### src/rtl/axil_write_arbiter_if.sv
// Bundle of the requester-side and AXI4-Lite write-channel signals of the
// two-requester write arbiter. The master modport is the arbiter's view and
// the slave modport is the environment's view (requesters plus AXI slave).
interface axil_write_arbiter_if #(
  parameter int ADDR_W = 32,
  parameter int DATA_W = 32
);
  localparam int STRB_W = DATA_W / 8;

  // Requester side
  logic [1:0]            req_valid;
  logic [1:0]            req_ready;
  logic [2*ADDR_W-1:0]   req_addr;
  logic [2*DATA_W-1:0]   req_data;
  logic [2*STRB_W-1:0]   req_strb;
  logic [1:0]            done;
  logic [1:0]            done_resp;

  // AXI4-Lite write channels
  logic                  AWVALID;
  logic                  AWREADY;
  logic [ADDR_W-1:0]     AWADDR;
  logic                  WVALID;
  logic                  WREADY;
  logic [DATA_W-1:0]     WDATA;
  logic [STRB_W-1:0]     WSTRB;
  logic                  BVALID;
  logic                  BREADY;
  logic [1:0]            BRESP;

  // Status
  logic                  busy;
  logic                  grant_id;

  modport master (
    input  req_valid, req_addr, req_data, req_strb,
    input  AWREADY, WREADY, BVALID, BRESP,
    output req_ready, done, done_resp,
    output AWVALID, AWADDR, WVALID, WDATA, WSTRB, BREADY,
    output busy, grant_id
  );

  modport slave (
    output req_valid, req_addr, req_data, req_strb,
    output AWREADY, WREADY, BVALID, BRESP,
    input  req_ready, done, done_resp,
    input  AWVALID, AWADDR, WVALID, WDATA, WSTRB, BREADY,
    input  busy, grant_id
  );
endinterface

### src/rtl/axil_write_arbiter.sv
// Two-requester round-robin arbiter and sequencer for the AXI4-Lite write
// path. One request is accepted at a time in IDLE, its payload is latched,
// AW and W are driven with independent handshakes, the B response is
// collected and returned to the granted requester as a one-cycle done pulse.
module axil_write_arbiter #(
  parameter int ADDR_W = 32,
  parameter int DATA_W = 32
) (
  input  logic                  ACLK,
  input  logic                  ARESETn,
  axil_write_arbiter_if.master  bus
);
  localparam int STRB_W = DATA_W / 8;

  typedef enum logic [1:0] {
    IDLE = 2'd0,
    XFER = 2'd1,
    RESP = 2'd2
  } state_e;

  state_e              state_q, state_d;
  logic                rr_q, rr_d;
  logic                grant_q, grant_d;
  logic                aw_done_q, aw_done_d;
  logic                w_done_q, w_done_d;
  logic                awvalid_q, awvalid_d;
  logic                wvalid_q, wvalid_d;
  logic                bready_q, bready_d;
  logic [ADDR_W-1:0]   awaddr_q, awaddr_d;
  logic [DATA_W-1:0]   wdata_q, wdata_d;
  logic [STRB_W-1:0]   wstrb_q, wstrb_d;
  logic [1:0]          done_q, done_d;
  logic [1:0]          done_resp_q, done_resp_d;

  logic                accept_s;
  logic                grant_s;
  logic [1:0]          req_ready_s;
  logic                aw_hs_s;
  logic                w_hs_s;

  // Round-robin pick: a lone requester wins, a tie goes to the pointer.
  always_comb begin
    accept_s = |bus.req_valid;
    grant_s  = 1'b0;
    if (bus.req_valid == 2'b11) begin
      grant_s = rr_q;
    end else if (bus.req_valid[1]) begin
      grant_s = 1'b1;
    end else begin
      grant_s = 1'b0;
    end
  end

  // Accept strobe back to the winner; only offered while idle and out of reset.
  always_comb begin
    req_ready_s = 2'b00;
    if ((state_q == IDLE) && accept_s && ARESETn) begin
      req_ready_s = grant_s ? 2'b10 : 2'b01;
    end else begin
      req_ready_s = 2'b00;
    end
  end

  assign aw_hs_s = awvalid_q & bus.AWREADY;
  assign w_hs_s  = wvalid_q  & bus.WREADY;

  // Next-state and next-output computation for the transfer sequencer.
  always_comb begin
    state_d     = state_q;
    rr_d        = rr_q;
    grant_d     = grant_q;
    aw_done_d   = aw_done_q;
    w_done_d    = w_done_q;
    awvalid_d   = awvalid_q;
    wvalid_d    = wvalid_q;
    bready_d    = bready_q;
    awaddr_d    = awaddr_q;
    wdata_d     = wdata_q;
    wstrb_d     = wstrb_q;
    done_d      = 2'b00;
    done_resp_d = 2'b00;
    case (state_q)
      IDLE: begin
        if (accept_s) begin
          grant_d   = grant_s;
          aw_done_d = 1'b0;
          w_done_d  = 1'b0;
          awvalid_d = 1'b1;
          wvalid_d  = 1'b1;
          state_d   = XFER;
          if (grant_s) begin
            awaddr_d = bus.req_addr[2*ADDR_W-1:ADDR_W];
            wdata_d  = bus.req_data[2*DATA_W-1:DATA_W];
            wstrb_d  = bus.req_strb[2*STRB_W-1:STRB_W];
          end else begin
            awaddr_d = bus.req_addr[ADDR_W-1:0];
            wdata_d  = bus.req_data[DATA_W-1:0];
            wstrb_d  = bus.req_strb[STRB_W-1:0];
          end
        end else begin
          state_d = IDLE;
        end
      end
      XFER: begin
        // Each channel drops on its own handshake and is remembered as done.
        awvalid_d = awvalid_q & ~bus.AWREADY;
        wvalid_d  = wvalid_q  & ~bus.WREADY;
        aw_done_d = aw_done_q | aw_hs_s;
        w_done_d  = w_done_q  | w_hs_s;
        if ((aw_done_q | aw_hs_s) && (w_done_q | w_hs_s)) begin
          state_d  = RESP;
          bready_d = 1'b1;
        end else begin
          state_d = XFER;
        end
      end
      RESP: begin
        if (bready_q && bus.BVALID) begin
          bready_d    = 1'b0;
          done_d      = grant_q ? 2'b10 : 2'b01;
          done_resp_d = bus.BRESP;
          rr_d        = ~grant_q;
          state_d     = IDLE;
        end else begin
          state_d = RESP;
        end
      end
      default: begin
        state_d   = IDLE;
        awvalid_d = 1'b0;
        wvalid_d  = 1'b0;
        bready_d  = 1'b0;
      end
    endcase
  end

  // State and registered outputs; reset abandons any transfer in flight.
  always_ff @(posedge ACLK or negedge ARESETn) begin
    if (!ARESETn) begin
      state_q     <= IDLE;
      rr_q        <= 1'b0;
      grant_q     <= 1'b0;
      aw_done_q   <= 1'b0;
      w_done_q    <= 1'b0;
      awvalid_q   <= 1'b0;
      wvalid_q    <= 1'b0;
      bready_q    <= 1'b0;
      awaddr_q    <= '0;
      wdata_q     <= '0;
      wstrb_q     <= '0;
      done_q      <= 2'b00;
      done_resp_q <= 2'b00;
    end else begin
      state_q     <= state_d;
      rr_q        <= rr_d;
      grant_q     <= grant_d;
      aw_done_q   <= aw_done_d;
      w_done_q    <= w_done_d;
      awvalid_q   <= awvalid_d;
      wvalid_q    <= wvalid_d;
      bready_q    <= bready_d;
      awaddr_q    <= awaddr_d;
      wdata_q     <= wdata_d;
      wstrb_q     <= wstrb_d;
      done_q      <= done_d;
      done_resp_q <= done_resp_d;
    end
  end

  assign bus.req_ready = req_ready_s;
  assign bus.done      = done_q;
  assign bus.done_resp = done_resp_q;
  assign bus.AWVALID   = awvalid_q;
  assign bus.AWADDR    = awaddr_q;
  assign bus.WVALID    = wvalid_q;
  assign bus.WDATA     = wdata_q;
  assign bus.WSTRB     = wstrb_q;
  assign bus.BREADY    = bready_q;
  assign bus.busy      = (state_q != IDLE);
  assign bus.grant_id  = grant_q;
endmodule

### src/flat_wrapper.sv
// flat-port wrapper written by rule: the top's interface ports become plain ports
module axil_write_arbiter_flat 
#(
  parameter int ADDR_W = 32,
  parameter int DATA_W = 32
)
  (ACLK, ARESETn, bus_req_valid, bus_req_addr, bus_req_data, bus_req_strb, bus_AWREADY, bus_WREADY, bus_BVALID, bus_BRESP, bus_req_ready, bus_done, bus_done_resp, bus_AWVALID, bus_AWADDR, bus_WVALID, bus_WDATA, bus_WSTRB, bus_BREADY, bus_busy, bus_grant_id);
  axil_write_arbiter_if #(.ADDR_W(ADDR_W), .DATA_W(DATA_W)) bus_i ();
  input  logic ACLK;
  input  logic ARESETn;
  input wire logic [$bits(bus_i.req_valid)-1:0] bus_req_valid;
  input wire logic [$bits(bus_i.req_addr)-1:0] bus_req_addr;
  input wire logic [$bits(bus_i.req_data)-1:0] bus_req_data;
  input wire logic [$bits(bus_i.req_strb)-1:0] bus_req_strb;
  input wire logic [$bits(bus_i.AWREADY)-1:0] bus_AWREADY;
  input wire logic [$bits(bus_i.WREADY)-1:0] bus_WREADY;
  input wire logic [$bits(bus_i.BVALID)-1:0] bus_BVALID;
  input wire logic [$bits(bus_i.BRESP)-1:0] bus_BRESP;
  output wire logic [$bits(bus_i.req_ready)-1:0] bus_req_ready;
  output wire logic [$bits(bus_i.done)-1:0] bus_done;
  output wire logic [$bits(bus_i.done_resp)-1:0] bus_done_resp;
  output wire logic [$bits(bus_i.AWVALID)-1:0] bus_AWVALID;
  output wire logic [$bits(bus_i.AWADDR)-1:0] bus_AWADDR;
  output wire logic [$bits(bus_i.WVALID)-1:0] bus_WVALID;
  output wire logic [$bits(bus_i.WDATA)-1:0] bus_WDATA;
  output wire logic [$bits(bus_i.WSTRB)-1:0] bus_WSTRB;
  output wire logic [$bits(bus_i.BREADY)-1:0] bus_BREADY;
  output wire logic [$bits(bus_i.busy)-1:0] bus_busy;
  output wire logic [$bits(bus_i.grant_id)-1:0] bus_grant_id;
  assign bus_i.req_valid = bus_req_valid;
  assign bus_i.req_addr = bus_req_addr;
  assign bus_i.req_data = bus_req_data;
  assign bus_i.req_strb = bus_req_strb;
  assign bus_i.AWREADY = bus_AWREADY;
  assign bus_i.WREADY = bus_WREADY;
  assign bus_i.BVALID = bus_BVALID;
  assign bus_i.BRESP = bus_BRESP;
  assign bus_req_ready = bus_i.req_ready;
  assign bus_done = bus_i.done;
  assign bus_done_resp = bus_i.done_resp;
  assign bus_AWVALID = bus_i.AWVALID;
  assign bus_AWADDR = bus_i.AWADDR;
  assign bus_WVALID = bus_i.WVALID;
  assign bus_WDATA = bus_i.WDATA;
  assign bus_WSTRB = bus_i.WSTRB;
  assign bus_BREADY = bus_i.BREADY;
  assign bus_busy = bus_i.busy;
  assign bus_grant_id = bus_i.grant_id;
  axil_write_arbiter #(.ADDR_W(ADDR_W), .DATA_W(DATA_W)) u_core (.ACLK(ACLK), .ARESETn(ARESETn), .bus(bus_i));
endmodule
### config.mk
export PLATFORM = sky130hd
export DESIGN_NAME = axil_write_arbiter_flat
export DESIGN_NICKNAME = d
export VERILOG_FILES = /design/src/rtl/axil_write_arbiter_if.sv /design/src/rtl/axil_write_arbiter.sv /design/src/flat_wrapper.sv
export SDC_FILE = /design/constraint.sdc
export NUM_CORES = 1
export LEC_CHECK = 0
export CAP_MARGIN = 10
export CORE_ASPECT_RATIO = 1.4
export CORE_MARGIN = 4
export CORE_UTILIZATION = 40
export DETAILED_ROUTE_END_ITERATION = 6
export DONT_BUFFER_PORTS = 1
export SKIP_LAST_GASP = 1
export SLEW_MARGIN = 25
export SYNTH_ARGS = -nofsm -noshare
export SYNTH_HDL_FRONTEND = slang
export SYNTH_SLANG_ARGS = --single-unit
export TNS_END_PERCENT = 20
### constraint.sdc
create_clock -name ACLK -period 2.88 [get_ports ACLK]
set_clock_uncertainty 0.05 [all_clocks]
set_input_delay 0.576 -clock ACLK [delete_from_list [all_inputs] [get_ports ACLK]]
set_output_delay 0.576 -clock ACLK [all_outputs]
set_load 0.005 [all_outputs]
Word-level counts from Yosys, hierarchy flattened
Cells that the tools add are included.
{"block": "classes", "eq_ne": 6, "mux": 25, "bitwise": 11, "reduce_logical": 13}
{"operator": "2-to-1 mux 32 bit", "n": 2}
{"operator": "2-to-1 mux 2 bit", "n": 9}
{"operator": "one-hot mux 1 bit (3 select lines)", "n": 3}
{"operator": "AND reduction 2 bit", "n": 4}
{"operator": "2-to-1 mux 1 bit", "n": 7}
{"operator": "inequality test 2 x 1 -> 1 bit, second input constant", "n": 3}
{"operator": "one-hot mux 2 bit (3 select lines)", "n": 1}
{"operator": "inverter 1 bit", "n": 5}
{"operator": "bitwise AND 1 bit", "n": 4}
{"operator": "equality test 2 bit, second input constant", "n": 2}
{"operator": "logical AND 1 bit", "n": 4}
{"operator": "2-to-1 mux 4 bit", "n": 1}
{"operator": "one-hot mux 1 bit (2 select lines)", "n": 2}
{"operator": "nonzero test 2 bit", "n": 2}
{"operator": "AND reduction 3 bit", "n": 1}
{"operator": "equality test 2 x 1 -> 1 bit, second input constant", "n": 1}
{"operator": "zero test 2 bit", "n": 1}
{"operator": "bitwise OR 1 bit", "n": 2}
{"operator": "OR reduction 2 bit", "n": 1}
{"block": "word_totals", "regBits": 81, "in_bits": 145, "out_inout_bits": 79, "wordCells": 68}

Longest topological paths before layout
{"block": "depth", "ltp_word": 5, "mapped_depth": 7, "ltp_nobuf": 3}

Worst setup path after synthesis
Ideal clock, no wire load.
{"block": "synth_timing", "kind": "input port to output port", "from": "input port bus_req_valid[1]", "to": "output port bus_req_ready[0]", "arrival_time_ps": 1393, "t_required_ps": 2254, "path_slack_ps": 861, "path_stages": 6, "n_path_buf": 3, "cell_sequence": "buf_6 or2_1 buf_2 buf_2 nand2_1 nor3b_1"}
{"block": "synth_between", "elab_chain_len": 4, "word_cells_on_any_way": 8, "classes_between": "1 x eq/ne; 4 x mux; 3 x reduce/logical"}
{"element": "start, declared", "line": "flat_wrapper.sv:11", "source": "input wire logic [$bits(bus_i.req_valid)-1:0] bus_req_valid;"}
{"element": "equality test 2 bit (tied with other cells)", "line": "axil_write_arbiter.sv:45", "source": "if (bus.req_valid == 2'b11) begin"}
{"element": "2-to-1 mux 1 bit / logical AND 1 bit (equally long branches)", "line": "axil_write_arbiter.sv:45, axil_write_arbiter.sv:57"}
{"element": "2-to-1 mux 2 bit / logical AND 1 bit (equally long branches)", "line": "axil_write_arbiter.sv:58, axil_write_arbiter.sv:57"}
{"element": "2-to-1 mux 2 bit (*)", "line": "axil_write_arbiter.sv:57", "source": "if ((state_q == IDLE) && accept_s && ARESETn) begin"}
{"element": "end, declared", "line": "flat_wrapper.sv:19", "source": "output wire logic [$bits(bus_i.req_ready)-1:0] bus_req_ready;"}
Mark *: on every way between the ends. The rest lies on a longest branch, timed or not.

Worst setup path after layout
{"block": "layout_timing", "from": "register u_core.state_q[0]", "to": "output port bus_req_ready[1]"}
{"block": "layout_between", "elab_chain_len": 4}
{"element": "start, declared", "line": "axil_write_arbiter.sv:21", "source": "state_e state_q, state_d;"}
{"element": "start signal, assigned", "line": "axil_write_arbiter.sv:154", "source": "state_q <= state_d;"}
{"element": "zero test 2 bit", "line": "axil_write_arbiter.sv:57"}
{"element": "logical AND 1 bit (2 in series)", "line": "axil_write_arbiter.sv:57"}
{"element": "2-to-1 mux 2 bit", "line": "axil_write_arbiter.sv:57"}
No other way between the ends.

==> out/metrics.csv <==
stage;metric;value;unit
run_status;status;complete, no violations;
cts;cts_resized;0;
grt;grt_util_met3;5.29;%
timing;timing.final.crit_share;87.4;%
place;hpwl;8180;um
cts;clock-sinks;81;
timing;rsz0062_at_grt;false;
synthesis;synth_fp_nets;594;
grt;grt_start_max_net_pins;82;
routing;routedWlPerCell;22.2;um
cts;cts_max_level;3;
synthesis;syn_inst;449;
routing;ant_nets;0;
timing;setup_ws;363;ps
critical_path;path_cells;nor2_4 -> buf_4 -> and3_1;
synthesis;synthFlopType;dfrtp_1;
grt;grt_pass1_wl;19800;um
cells_and_area;multi_input_area;0.00210;mm^2
routing;drtIter0Drc;234;
cts;cts_hold_buf;1;
power;combPwrFrac;35.3;%
cts;cts_max_path_buffers;2;
power;p_seq_share;42.4;%
power;sw_frac_of_total;40.0;%
floorplanning;die_x;96.7;um
grt;antenna_found_initial;0;
critical_path;crit_family;buffers and inverters;
grt;grt_usage;19.0;%
timing;setup_viol;0;
synthesis;ys_async_sr_fraction;100;%
floorplanning;die-area;0.0128;mm^2
synthesis;syn_avg_cell_area;9.81;um^2
critical_path;required;2250;ps
power;power.switching;2.08;mW
timing;fin_setup_tns;0;ps
cells_and_area;drive_above_1_share;23.6;%
critical_path;cpPeakStageDelay;630;ps
synthesis;synth_adder_area_share;0;%
critical_path;r2r_start;u_core.state_q[0]$_DFF_PN0_;
routing;drtPass1Iterations;5;
synthesis;synth-simple-area-share;11.0;%
synthesis;synth_xor_area_share;0;%
critical_path;r2r-end;u_core.bus.WDATA[18]$_DFFE_PN0P_;
floorplanning;die_y;132;um
timing;drv_slew;0;
critical_path;critical_path_arrival;1890;ps
cells_and_area;final_nets;559;
critical_path;cp_num_buf_inv;1;
power;p_leak;1.64;nW
synthesis;yosysUniqueCellTypes;25;
synthesis;yosysWarningCount;0;
grt;grt_pass1_vias;3576;
cts;clock_insertion_delay_worst_skew;340;ps
critical_path;rr_worst_depth;4;
place;dp_worst_setup_slack;729;ps
routing;routed_via_density;6.28;
cts;clock-root-buffer;clkbuf_16;
cells_and_area;regArea;0.00203;mm^2
worst_hold_path;hold_class;in2async;
synthesis;muxShareOfSynthArea;0;%
grt;grt_use_met2;31.5;%
place;gp_congestion;0.775;
cts;cts_buffers;9;
run;cap_viol_max_count;0;
synthesis;seq_area_frac_synth;46.0;%
power;p_per_area;1100;mW/mm^2
critical_path;crit_type;reg2out;
timing;slew-limit-headroom;47.0;%
power;intPower;3.11;mW
cts;cts_tree;built;
grt;grt.busiest_layer;met2;
floorplanning;core.rowCount;45;
critical_path;critPathLaunchType;flip-flop;
grt;grtUsageMet1;23.2;%
timing;fmax;397;MHz
cts;path_clk_slew;60;ps
synthesis;ys_ff_latch;81;
synthesis;synth_compound_area_share;36.3;%
cells_and_area;nFillCells;1066;
power;clockPowerShare;22.2;%
floorplanning;core;0.0108;mm^2
cells_and_area;syn_to_final_growth;7.13;%
critical_path;cpMaxStageDelayCell;buf_4;
routing;vias;3517;
grt;grt_overflow;0;
cts;post_cts_buffers;0;
synthesis;synth_top_family_by_area;compound AO/OA/AOI/OAI gates;
cells_and_area;diodes;0;
synthesis;synth_edf_count;0;
routing;drc;0;
floorplanning;io_pins;224;
power;vdd_drop_max;0.000586;V
floorplanning;start_util;40.7;%
timing;whs;61.3;ps
timing;tightest_slew;795;ps
critical_path;cp-end-kind;output port;
timing;min_period;2520;ps
synthesis;syn-cell-area;0.00440;mm^2
timing;hold_viol;0;
critical_path;path_max_fanout;71;
critical_path;regToRegSetupSlack;1060;ps
place;portBuffers;0;
routing;finalWirelength;12500;um
-- worst max-delay path by stage --
stage | from | end | depth (start not counted) | slack [ps]
2_1_floorplan | bus_req_valid[1] | bus_req_ready[0] | 6 | 860
3_3_place_gp | u_core.state_q[0]$_DFF_PN0_ | bus_req_ready[1] | 3 | 770
3_5_place_dp | u_core.state_q[0]$_DFF_PN0_ | bus_req_ready[1] | 3 | 730
4_1_cts | u_core.state_q[0]$_DFF_PN0_ | bus_req_ready[1] | 3 | 350
5_1_grt | u_core.state_q[0]$_DFF_PN0_ | bus_req_ready[1] | 3 | 260
6_report | u_core.state_q[0]$_DFF_PN0_ | bus_req_ready[1] | 3 | 360
-- power by group through the flow --
| stage | clock network, mW | logic, mW | registers, mW |
|---|---|---|---|
| floorplan | 0 | 1.64 | 2.03 |
| global placement | 0 | 1.73 | 2.22 |
| detailed placement | 0 | 1.83 | 2.23 |
| CTS | 1.18 | 1.85 | 2.22 |
| global route | 1.23 | 2.03 | 2.27 |
| finish | 1.15 | 1.83 | 2.20 |
-- cell usage after synthesis, types with 2 or more instances --
master    number  share of area [%]
o21ai_1        2               0.23
nand2_1        8               0.68
clkbuf_1      37                3.2
buf_2          7               0.80
a31oi_2       68                 19
dfrtp_1       81                 46
nor2b_1        3               0.43
nor2_1         6               0.51
buf_6          9                2.3
and2_1         4               0.57
o21ai_0       70                8.0
a21oi_1       70                8.0
or2_1          2               0.28
inv_2          3               0.26
a31oi_1        2               0.28
nand3_1       68                7.7
-- through the flow --
| stage | instances | total power, mW | instance area [um^2] | utilization, % |
|---|---|---|---|---|
| 2_1_floorplan | 449 | 3.67 | 4400 | - |
| 3_3_place_gp | 542 | 3.96 | 4370 | 40.4 |
| 3_5_place_dp | 543 | 4.06 | 4390 | 40.6 |
| 4_1_cts | 560 | 5.25 | 4720 | 43.6 |
| 5_1_grt | 560 | 5.53 | 4720 | 43.6 |
| 6_report | 560 | 5.19 | 4720 | 43.6 |
-- cell type report --
type / instances / share of cell area [%]
well taps: 141 / 3.74
multi-input cells: 311 / 44.5
flip-flops and latches: 81 / 43.0
inverters: 3 / 0.239
clock buffers: 11 / 5.15
repair buffers: 8 / 2.23
clock inverters: 5 / 1.17
-- sequential cells by signal, summed over array words and instances, names as in the netlist --
name                  count
u_core.w_done_q           1
u_core.bus.AWVALID        1
u_core.rr_q               1
u_core.state_q            2
u_core.bus.WSTRB          4
u_core.bus.WVALID         1
u_core.bus.AWADDR        32
u_core.bus.WDATA         32
u_core.bus.BREADY         1
u_core.bus.done_resp      2
u_core.bus.done           2
u_core.aw_done_q          1
u_core.bus.grant_id       1
-- cell usage in the layout (no fill, tap or decap), types with 3 or more instances in the layout --
| master | count |
|---|---|
| clkbuf_16 | 9 |
| inv_2 | 3 |
| a31oi_2 | 68 |
| and2_1 | 3 |
| nand3_1 | 68 |
| o21ai_0 | 70 |
| a21oi_1 | 70 |
| dfrtp_1 | 81 |
| nand2_1 | 8 |
| nor2_1 | 6 |
| buf_4 | 5 |
-- layer usage --
layer  routed length (um)  up-vias
met5                    0        -
met4                  295        0
met3                  975       21
met2                 6380      179
met1                 4800     1717
li1                     -     1600
-- logic make-up after synthesis --
group                  after synthesis
and+or+nand+nor                     96
DFF                                 81
buffers and inverters               57
AOI/OAI and AO/OA                  215
Power figures use the tool's default switching activity.
